<file path="src/rtl/maxnet_pkg.sv">
// Shared definitions for the Maxnet controller and datapath: FSM state
// encoding, default sizing and the lateral-inhibition weight.
package maxnet_pkg;

  localparam int MAXNET_N        = 4;
  localparam int MAXNET_MAX_ITER = 64;
  localparam int MAXNET_ITER_W   = 7;
  localparam int MAXNET_IDX_W    = 2;

  // Inhibition weight eps in Q0.8 (about 0.2), kept below 1/N so the
  // largest neuron always survives an update.
  localparam int                 MAXNET_EPS_W = 8;
  localparam logic [7:0]         MAXNET_EPS   = 8'd51;

  typedef enum logic [2:0] {
    ST_IDLE    = 3'd0,
    ST_LOAD    = 3'd1,
    ST_COMPUTE = 3'd2,
    ST_UPDATE  = 3'd3,
    ST_CHECK   = 3'd4,
    ST_DONE    = 3'd5
  } state_e;

endpackage

</file>
<file path="src/rtl/maxnet_onehot_check.sv">
// Classifies the datapath nonzero flags: exactly one set, none set, and the
// index of the lowest set flag.
module maxnet_onehot_check
  import maxnet_pkg::*;
#(
  parameter int N     = MAXNET_N,
  parameter int IDX_W = MAXNET_IDX_W
) (
  input  logic [N-1:0]     nz_i,
  output logic             is_single_o,
  output logic             is_zero_o,
  output logic [IDX_W-1:0] lowest_idx_o
);

  logic [N-1:0] nz_minus_one_s;

  assign nz_minus_one_s = nz_i - N'(1);
  assign is_zero_o      = (nz_i == {N{1'b0}});
  // Clearing the lowest set bit leaves zero only for a power of two.
  assign is_single_o    = !is_zero_o && ((nz_i & nz_minus_one_s) == {N{1'b0}});

  // Scan from the top so the lowest set bit is the last one written.
  always_comb begin
    lowest_idx_o = {IDX_W{1'b0}};
    for (int i = N - 1; i >= 0; i--) begin
      lowest_idx_o = nz_i[i] ? IDX_W'(i) : lowest_idx_o;
    end
  end

endmodule

</file>
<file path="src/rtl/maxnet_controller.sv">
// Sequencer for the Maxnet datapath: load, then compute/update rounds until a
// single neuron survives, everything is inhibited, or the round limit hits.
module maxnet_controller
  import maxnet_pkg::*;
#(
  parameter int N        = MAXNET_N,
  parameter int MAX_ITER = MAXNET_MAX_ITER,
  parameter int ITER_W   = MAXNET_ITER_W,
  parameter int IDX_W    = MAXNET_IDX_W
) (
  input  logic              clk,
  input  logic              rst,
  input  logic              start,
  input  logic [N-1:0]      nz,
  output logic              init_ld,
  output logic              comp_en,
  output logic              upd_en,
  output logic [IDX_W-1:0]  sel_idx,
  output logic              busy,
  output logic              done,
  output logic              err,
  output logic [ITER_W-1:0] iter_cnt
);

  state_e              state_q;
  logic                start_q;
  logic                init_ld_q;
  logic                comp_en_q;
  logic                upd_en_q;
  logic                busy_q;
  logic                done_q;
  logic                err_q;
  logic [IDX_W-1:0]    sel_idx_q;
  logic [ITER_W-1:0]   iter_cnt_q;
  logic [ITER_W-1:0]   iter_cnt_d;

  logic                start_edge_s;
  logic                at_limit_s;
  logic                is_single_s;
  logic                is_zero_s;
  logic [IDX_W-1:0]    lowest_idx_s;

  maxnet_onehot_check #(
    .N     (N),
    .IDX_W (IDX_W)
  ) u_onehot (
    .nz_i         (nz),
    .is_single_o  (is_single_s),
    .is_zero_o    (is_zero_s),
    .lowest_idx_o (lowest_idx_s)
  );

  assign start_edge_s = start && !start_q;
  assign at_limit_s   = (iter_cnt_q == ITER_W'(MAX_ITER));
  assign iter_cnt_d   = at_limit_s ? iter_cnt_q : iter_cnt_q + ITER_W'(1);

  // Control FSM; every output flop is loaded with the value of the state being entered.
  always_ff @(posedge clk or negedge rst) begin
    if (!rst) begin
      state_q    <= ST_IDLE;
      start_q    <= 1'b0;
      init_ld_q  <= 1'b0;
      comp_en_q  <= 1'b0;
      upd_en_q   <= 1'b0;
      busy_q     <= 1'b0;
      done_q     <= 1'b0;
      err_q      <= 1'b0;
      sel_idx_q  <= {IDX_W{1'b0}};
      iter_cnt_q <= {ITER_W{1'b0}};
    end else begin
      start_q   <= start;
      init_ld_q <= 1'b0;
      comp_en_q <= 1'b0;
      upd_en_q  <= 1'b0;
      case (state_q)
        ST_IDLE, ST_DONE: begin
          if (start_edge_s) begin
            state_q    <= ST_LOAD;
            init_ld_q  <= 1'b1;
            busy_q     <= 1'b1;
            done_q     <= 1'b0;
            err_q      <= 1'b0;
            iter_cnt_q <= {ITER_W{1'b0}};
          end
        end
        ST_LOAD: begin
          state_q   <= ST_COMPUTE;
          comp_en_q <= 1'b1;
        end
        ST_COMPUTE: begin
          state_q  <= ST_UPDATE;
          upd_en_q <= 1'b1;
        end
        ST_UPDATE: begin
          state_q    <= ST_CHECK;
          iter_cnt_q <= iter_cnt_d;
        end
        ST_CHECK: begin
          // A lone survivor wins over the degenerate exits.
          if (is_single_s) begin
            state_q   <= ST_DONE;
            busy_q    <= 1'b0;
            done_q    <= 1'b1;
            err_q     <= 1'b0;
            sel_idx_q <= lowest_idx_s;
          end else if (is_zero_s) begin
            state_q   <= ST_DONE;
            busy_q    <= 1'b0;
            done_q    <= 1'b1;
            err_q     <= 1'b1;
            sel_idx_q <= {IDX_W{1'b0}};
          end else if (at_limit_s) begin
            state_q   <= ST_DONE;
            busy_q    <= 1'b0;
            done_q    <= 1'b1;
            err_q     <= 1'b1;
            sel_idx_q <= lowest_idx_s;
          end else begin
            state_q   <= ST_COMPUTE;
            comp_en_q <= 1'b1;
          end
        end
        default: begin
          state_q    <= ST_IDLE;
          busy_q     <= 1'b0;
          done_q     <= 1'b0;
          err_q      <= 1'b0;
          sel_idx_q  <= {IDX_W{1'b0}};
          iter_cnt_q <= {ITER_W{1'b0}};
        end
      endcase
    end
  end

  assign init_ld  = init_ld_q;
  assign comp_en  = comp_en_q;
  assign upd_en   = upd_en_q;
  assign busy     = busy_q;
  assign done     = done_q;
  assign err      = err_q;
  assign sel_idx  = sel_idx_q;
  assign iter_cnt = iter_cnt_q;

endmodule

</file>
<file path="config.mk">
export PLATFORM = sky130hd
export DESIGN_NAME = maxnet_controller
export DESIGN_NICKNAME = d
export VERILOG_FILES = /design/src/rtl/maxnet_pkg.sv /design/src/rtl/maxnet_onehot_check.sv /design/src/rtl/maxnet_controller.sv
export SDC_FILE = /design/constraint.sdc
export NUM_CORES = 1
export LEC_CHECK = 0
export ABC_AREA = 1
export CORE_MARGIN = 2
export CORE_UTILIZATION = 50
export DETAILED_ROUTE_END_ITERATION = 12
export PLACE_DENSITY = 0.78
export SYNTH_ARGS = -nofsm -noshare
export SYNTH_HDL_FRONTEND = slang
export SYNTH_SLANG_ARGS = --single-unit
</file>
<file path="constraint.sdc">
create_clock -name clk -period 1.9 [get_ports clk]
set_input_delay 0.38 -clock clk [delete_from_list [all_inputs] [get_ports clk]]
set_output_delay 0.38 -clock clk [all_outputs]
set_load 0.02 [all_outputs]
</file>
==> results of run 1 <==
-- metrics by stage --
| stage | instance area (um^2) | util | instances |
|---|---|---|---|
| final | 1400 | 0.646 | 198 |
| after global routing | 1400 | 0.646 | 198 |
| after CTS | 1400 | 0.646 | 198 |
| after detailed placement | 1370 | 0.633 | 194 |
| after global placement | 1370 | 0.633 | 194 |
| after floorplan | 1120 | - | 144 |
-- worst paths after layout --
kind	from	endpoint	slack (ns)	cells after the start
worst min register to register	done$_DFFE_PN0P_	done$_DFFE_PN0P_	0.48	2
worst max-delay path	iter_cnt[0]$_DFFE_PN0P_	iter_cnt[0]	0.09	1
max in group asynchronous	rst	sel_idx[1]$_DFFE_PN0P_	1.30	2
worst max register to register	iter_cnt[0]$_DFFE_PN0P_	state_q[0]$_DFFE_PN0P_	0.34	10
worst min-delay path	rst	init_ld$_DFF_PN0_	0.39	2
min in group clk	done$_DFFE_PN0P_	done$_DFFE_PN0P_	0.48	2
-- metal layers --
metal / wire length [um] / vias to the layer above / GRT usage
li1: - / 500 / -
met2: 1040 / 31 / 0.325
met1: 985 / 459 / 0.241
met5: 0 / - / 0
met4: 39 / 0 / 0.0921
met3: 117 / 6 / 0.0468
-- registers in the layout, indices dropped and copies added, names as in the netlist --
signal,cells
busy,1
comp_en,1
done,1
err,1
init_ld,1
iter_cnt,7
sel_idx,2
start_q,1
state_q,3
upd_en,1
-- area by class of cell --
type | count | share of cell area
Multi-Input combinational cell | 103 | 0.400
Inverter | 22 | 0.0607
Clock inverter | 1 | 0.00357
Timing Repair Buffer | 22 | 0.155
Clock buffer | 3 | 0.0161
Tap cell | 28 | 0.0250
Sequential cell | 19 | 0.339
-- where the power goes --
part	internal (mW)	total [mW]	switching, mW
registers	0.498	0.591	0.0930
clock network	0.0788	0.210	0.132
logic	0.367	0.965	0.598
-- logic make-up after synthesis --
group | Yosys count | share of synthesized area
xor gates and xnor gates | 2 | 0.0156
and+or+nand+nor | 90 | 0.397
buffers and inverters | 22 | 0.0759
AOI/OAI and AO/OA | 9 | 0.0647
adders and majority gates | 2 | 0.0223
DFF | 19 | 0.424
-- layout by cell type, fill, tap and decap left out, types with 3 or more instances in the layout --
cell,count
nand2_1,50
clkdlybuf4s50_1,21
dfrtp_1,19
inv_1,17
nor2_1,15
nand3_1,9
nand3_2,7
inv_2,4
o21ai_2,3
o21ai_0,3
clkbuf_4,3
==> reports/qor.csv, run 1 <==
metric,value,unit
wirelength,2.18,mm
finalCritPeriodShare,0.951,
dieArea,2640,um^2
core_area,2170,um^2
yosysTopAreaCell,dfrtp_1,
num_rows,17,
netlist_area,1120,um^2
die_w,51.4,um
place_hpwl,1.67,mm
critPathKind,register to output port,
critPathMaxStageDelay,0.64,ns
ys_ff_latch,19,
critical_path_required,1.52,ns
drt_pass1_iterations,5,
num_vias,996,
path_delay_family,buffers and inverters,
synthTopCellsByArea,"dfrtp_1, nand2_1, nand3_2, inv_1, nor2_1",
first_global_vias,881,
finalNetCount,180,
synth_top_area_share,0.424,
tightestPinTransition,0.268,ns
cts_tree,yes,
antenna_found_initial,0,
post-place-ws,0.178,ns
ctsHtreeMaxLevel,1,
drive_gt1_frac,0.159,
arrival,1.43,ns
grt_use_total,0.196,
async_reset_ff_frac,1.00,
drcViolationCount,0,
syn_area_per_cell,7.79,um^2
wire_per_inst,11.0,um
grt-ovfl-total,0,
cts-resized-gates,0,
yosys.cell_types.count,22,
fin_skew,0.00867,ns
synth.net_count,153,
path_max_fanout,7,
cts_num_sinks,19,
outcome,completed,
fill_cells,206,
synth.top_cells.by_count,"nand2_1, dfrtp_1, inv_1",
finalPower,1.77,mW
globalplace.congestion,0.878,
seq_area,475,um^2
clk_root_buffer_cell,clkbuf_4,
post-synth-top-count-cell,nand2_1,
fin_crit,1.81,ns
synth_edf_count,0,
drtIter0Drc,28,
setup_slack,0.0923,ns
via_per_inst,5.03,
slowest_stage,clkdlybuf4s50_1,
postCtsHoldBufs,0,
worst-path-buf-inv,1,
grt_pass1_wl,3.79,mm
multiInputGateArea,561,um^2
clk_pin_slew,0.11,ns
portBuffers,21,
hold_path.class,input pin to asynchronous set/reset pin,
hold_viol_final,0,
ant_nets,0,
worst_setup_path_end_kind,output port,
ir_worst_vdd,0.689,mV
setup_viol,0,
diodes,0,
start_kind,register,
yosysWarnings,0,
hold_ws,0.389,ns
grt_setup_unrepaired,false,
fmax,0.553,GHz
synth-seq-area-share,0.424,
relSlewSlack,0.820,
cp_cell_sequence,clkdlybuf4s50_1,
clock_latency,0.31,ns
die_h,51.4,um
powerDensity,1260,nW/um^2
leakagePower,0.734,nW
cts_buffers,3,
clockBufferDepth,2,
initial_core_util,0.517,
grt_max_degree,20,
synth_ff_type,dfrtp_1,
finalSetupTns,0,ns
final_max_slew_viol_count,0,
cts_setup_buffers,0,
area_growth,25.0,%
synthCells,144,
max_cap_viol_count,0,
io_pins,22,
(Power assumes the default switching activity.)
==> inputs of run 2 (changes only) <==
ABC_AREA = not set   (was 1)
==> reports/qor.csv, run 2 <==
metric,value,unit
layout_common_cells,"clkdlybuf4s50_1, dfrtp_1, buf_4, nor2_1, nand2_1",
synth_top_area_share,0.438,
cts_tree,yes,
max_cap_viol_count,0,
finalCritPeriodShare,0.961,
critical_path_required,1.52,ns
io_pins,22,
globalplace.congestion,0.911,
synth-seq-area-share,0.438,
num_rows,16,
drtIter0Drc,16,
die_h,50.6,um
outcome,completed,
slowest_stage,clkdlybuf4s50_1,
fmax,0.548,GHz
path_delay_family,buffers and inverters,
ant_nets,0,
worstSetupStartpoint,iter_cnt[2]$_DFFE_PN0P_,
place_hpwl,1.73,mm
critPathCapture,iter_cnt[2],
reg2reg_from,state_q[1]$_DFFE_PN0P_,
met3_usage,0.0298,
drcViolationCount,0,
clock_latency,0.29,ns
yosysWarnings,0,
cts_buffers,3,
crit_cells,1,
grt_use_met1,0.242,
r2r_end,iter_cnt[4]$_DFFE_PN0P_,
diodes,0,
tightestPinTransition,0.290,ns
hold_path.class,input pin to register,
synthTopCellsByArea,"dfrtp_1, a21oi_1, nor2_1, xor2_1, nand2_1",
arrival,1.45,ns
fin_skew,0.00365,ns
post-synth-top-count-cell,dfrtp_1,
via_per_inst,5.37,
hold_ws,0.378,ns
synthCells,119,
finalPower,1.66,mW
postCtsHoldBufs,0,
area_growth,36.2,%
dieArea,2560,um^2
wire_per_inst,12.5,um
clockBufferDepth,2,
clk_pin_slew,0.10,ns
num_vias,978,
first_global_vias,954,
ys_ff_latch,19,
drt_pass1_iterations,5,
portBuffers,21,
critPathKind,register to output port,
clk_root_buffer_cell,clkbuf_4,
syn_area_per_cell,9.12,um^2
setup_viol,0,
grt-ovfl-total,0,
place_area,1420,um^2
worst_setup_path_end_kind,output port,
die_w,50.6,um
ff2ff_setup_slack,0.16,ns
synth.net_count,128,
synth_edf_count,0,
fill_cells,160,
finalCoreUtilization,0.738,
final_area,1480,um^2
ir_worst_vdd,0.706,mV
ctsHtreeMaxLevel,1,
worst-path-buf-inv,1,
start_kind,register,
synth_ff_type,dfrtp_1,
antenna_found_initial,0,
largest_reg_flops,7,
fin_crit,1.83,ns
grt_max_degree,20,
met2_usage,0.364,
worst_r2r_path_depth,5,
core_area,2000,um^2
netlist_area,1080,um^2
initial_core_util,0.542,
wirelength,2.28,mm
cts_num_sinks,19,
final_common_cell,clkdlybuf4s50_1,
drive_gt1_frac,0.181,
yosys.cell_types.count,45,
final_max_slew_viol_count,0,
yosysTopAreaCell,dfrtp_1,
path_max_fanout,7,
grt_pass1_wl,4.02,mm
powerDensity,1120,nW/um^2
leakagePower,0.629,nW
grt_setup_unrepaired,false,
synth.top_cells.by_count,"dfrtp_1, nor2_1, nand2_1",
critPathMaxStageDelay,0.66,ns
busiest_layer,met2,
grt_use_total,0.206,
finalNetCount,165,
relSlewSlack,0.804,
hold_viol_final,0,
async_reset_ff_frac,1.00,
cp_cell_sequence,clkdlybuf4s50_1,
[run 2: cell types whose count changed after synthesis, sizes merged, moves of 3 or more]
cell and delta:
nor2 -7, clkbuf +4, inv -13, nand2b +3
nand3 -14, or3 +3, a21oi +8, nand2 -44
[run 2: logic make-up after synthesis]
| family | count (synthesis) | synth area share |
|---|---|---|
| AND/OR/NAND/NOR | 42 | 0.208 |
| buffers and inverters | 15 | 0.0600 |
| XOR/XNOR | 5 | 0.0404 |
| flip-flops | 19 | 0.438 |
| AO/OA/AOI/OAI | 34 | 0.212 |
| multiplexers | 1 | 0.00923 |
| adder cells (fa/ha/maj) | 3 | 0.0323 |
[run 2: how the worst min path moves through the flow]
| stage | from | end | cells after the start |
|---|---|---|---|
| 2_1_floorplan | rst | busy$_DFFE_PN0P_ | 0 |
| 3_3_place_gp | done$_DFFE_PN0P_ | done$_DFFE_PN0P_ | 1 |
| 3_5_place_dp | sel_idx[0]$_DFFE_PN0P_ | sel_idx[0]$_DFFE_PN0P_ | 2 |
| 4_1_cts | start | start_q$_DFF_PN0_ | 1 |
| 5_1_grt | start | start_q$_DFF_PN0_ | 1 |
| 6_report | start | start_q$_DFF_PN0_ | 1 |
[run 2: metal layers]
| metal | up-vias | part of all wire |
|---|---|---|
| li1 | 494 | - |
| met1 | 459 | 0.47 |
| met2 | 21 | 0.48 |
| met3 | 4 | 0.036 |
| met4 | 0 | 0.015 |
| met5 | - | 0 |
[run 2: area by class of cell]
cell class	count	area (um^2)	share of cell area
inverters	9	33.8	0.0229
well taps	27	33.8	0.0229
repair buffers	38	349	0.236
multi-input cells	85	559	0.378
clock buffers	4	26.3	0.0178
flip-flops and latches	19	475	0.322
[run 2: per-stage QoR]
step	setup slack (ns)	TNS [ns]	instances
global placement	-0.306	-2.29	176
finish	0.0745	0	182
CTS	0.0697	0	182
detailed placement	-0.415	-2.88	176
floorplan	0.152	0	119
global route	0.0176	0	182
[run 2: power by group]
group	leakage, nW	internal [mW]	switching [mW]	total [mW]
logic	0.364	0.441	0.464	0.905
clock network	0.0150	0.0816	0.117	0.198
registers	0.250	0.505	0.0530	0.558
[run 2: timing repair]
action	4_1_cts	5_1_grt
hold endpoints to repair	0	0
setup endpoints to repair	3	0
setup buffers	2	0
gates resized for setup	3	0
==> inputs of run 3 (changes only) <==
CTS_CLUSTER_SIZE = 30   (was not set)
REMOVE_ABC_BUFFERS = 1   (was not set)
==> reports/qor.csv, run 3 (same netlist as run 2, synthesis figures left out) <==
metric,value,unit
wirelength,2.56,mm
fin_skew,0.00361,ns
relSlewSlack,0.807,
wire_per_inst,13.9,um
cts_num_sinks,19,
hold_viol_final,0,
clock_latency,0.31,ns
io_pins,22,
initial_core_util,0.542,
seq_area,475,um^2
drcViolationCount,0,
fin_crit,1.85,ns
finalNetCount,167,
critPathKind,register to output port,
clockBufferDepth,2,
fmax,0.542,GHz
final_max_slew_viol_count,0,
grt_max_degree,20,
leakagePower,0.643,nW
final_area,1490,um^2
start_kind,register,
cts_buffers,3,
drive_gt1_frac,0.197,
ir_worst_vdd,0.706,mV
finalSetupTns,0,ns
via_per_inst,5.54,
cts_tree,yes,
powerDensity,1150,nW/um^2
worst_setup_path_end_kind,output port,
place_hpwl,1.92,mm
ant_nets,0,
critPathMaxStageDelay,0.66,ns
grt_use_total,0.229,
clk_root_buffer_cell,clkbuf_4,
num_vias,1019,
ctsHtreeMaxLevel,1,
finalCoreUtilization,0.746,
hold_path.class,input pin to register,
first_global_vias,985,
place_area,1450,um^2
slowest_stage,clkdlybuf4s50_1,
placedCellCount,179,
globalplace.congestion,0.879,
clk_pin_slew,0.11,ns
worst-path-buf-inv,1,
grt-ovfl-total,0,
critical_path_required,1.52,ns
max_cap_viol_count,0,
layout_common_cells,"clkdlybuf4s50_1, dfrtp_1, buf_4, nand2_1, nor2_1",
core_area,2000,um^2
final_common_cell,clkdlybuf4s50_1,
portBuffers,21,
area_growth,37.6,%
outcome,completed,
antenna_found_initial,0,
path_max_fanout,7,
arrival,1.47,ns
drtIter0Drc,32,
setup_viol,0,
num_rows,16,
grt_pass1_wl,4.46,mm
die_w,50.6,um
die_h,50.6,um
layoutNonFillerInstCount,184,
drt_pass1_iterations,4,
tightestPinTransition,0.285,ns
cp_cell_sequence,clkdlybuf4s50_1,
postCtsHoldBufs,0,
grt_setup_unrepaired,false,
path_delay_family,buffers and inverters,
largest_reg_flops,7,
multiInputGateArea,558,um^2
finalCritPeriodShare,0.972,
dieArea,2560,um^2
diodes,0,
fill_cells,142,
[run 3: layout make-up]
class	count	share of cell area
Clock inverter	1	0.00335
Tap cell	27	0.0226
Clock buffer	3	0.0151
Multi-Input combinational cell	85	0.374
Sequential cell	19	0.319
Inverter	9	0.0226
Timing Repair Buffer	40	0.244
[run 3: power breakdown]
group | internal (mW) | switching, mW
logic | 0.455 | 0.486
clock network | 0.0788 | 0.135
registers | 0.505 | 0.0563
total | 1.04 | 0.677
[run 3: worst paths after layout]
path,start,end,slack [ns],depth (start not counted)
setup / recovery,iter_cnt[2]$_DFFE_PN0P_,iter_cnt[2],0.05,1
hold / removal,start,start_q$_DFF_PN0_,0.35,1
setup reg to reg,state_q[1]$_DFFE_PN0P_,iter_cnt[6]$_DFFE_PN0P_,0.15,5
hold reg to reg,done$_DFFE_PN0P_,done$_DFFE_PN0P_,0.50,1
max in group asynchronous,rst,iter_cnt[3]$_DFFE_PN0P_,1.32,2
min in group asynchronous,rst,busy$_DFFE_PN0P_,0.38,2
[run 3: per-layer routing]
metal / GRT usage / vias to the layer above / routed length, um / part of all wire
met5: 0 / - / 0 / 0
met1: 0.285 / 493 / 1110 / 0.43
met4: 0.0811 / 0 / 24 / 0.0094
met3: 0.0298 / 2 / 74 / 0.029
li1: - / 503 / - / -
met2: 0.404 / 21 / 1350 / 0.53
[run 3: per-stage QoR]
| step | power, mW | hold slack, ns | worst slack [ns] |
|---|---|---|---|
| 6_report | 1.72 | 0.347 | 0.0535 |
| 5_1_grt | 1.83 | 0.343 | 0.00384 |
| 4_1_cts | 1.72 | 0.345 | 0.0659 |
| 3_5_place_dp | 1.48 | 0.479 | -0.430 |
| 3_3_place_gp | 1.45 | 0.471 | -0.341 |
| 2_1_floorplan | 1.05 | 0.0844 | -0.125 |
[run 3: timing repair]
action                     CTS  global route
resized for setup            3             0
setup endpoints to repair    4             0
setup buffers                1             0
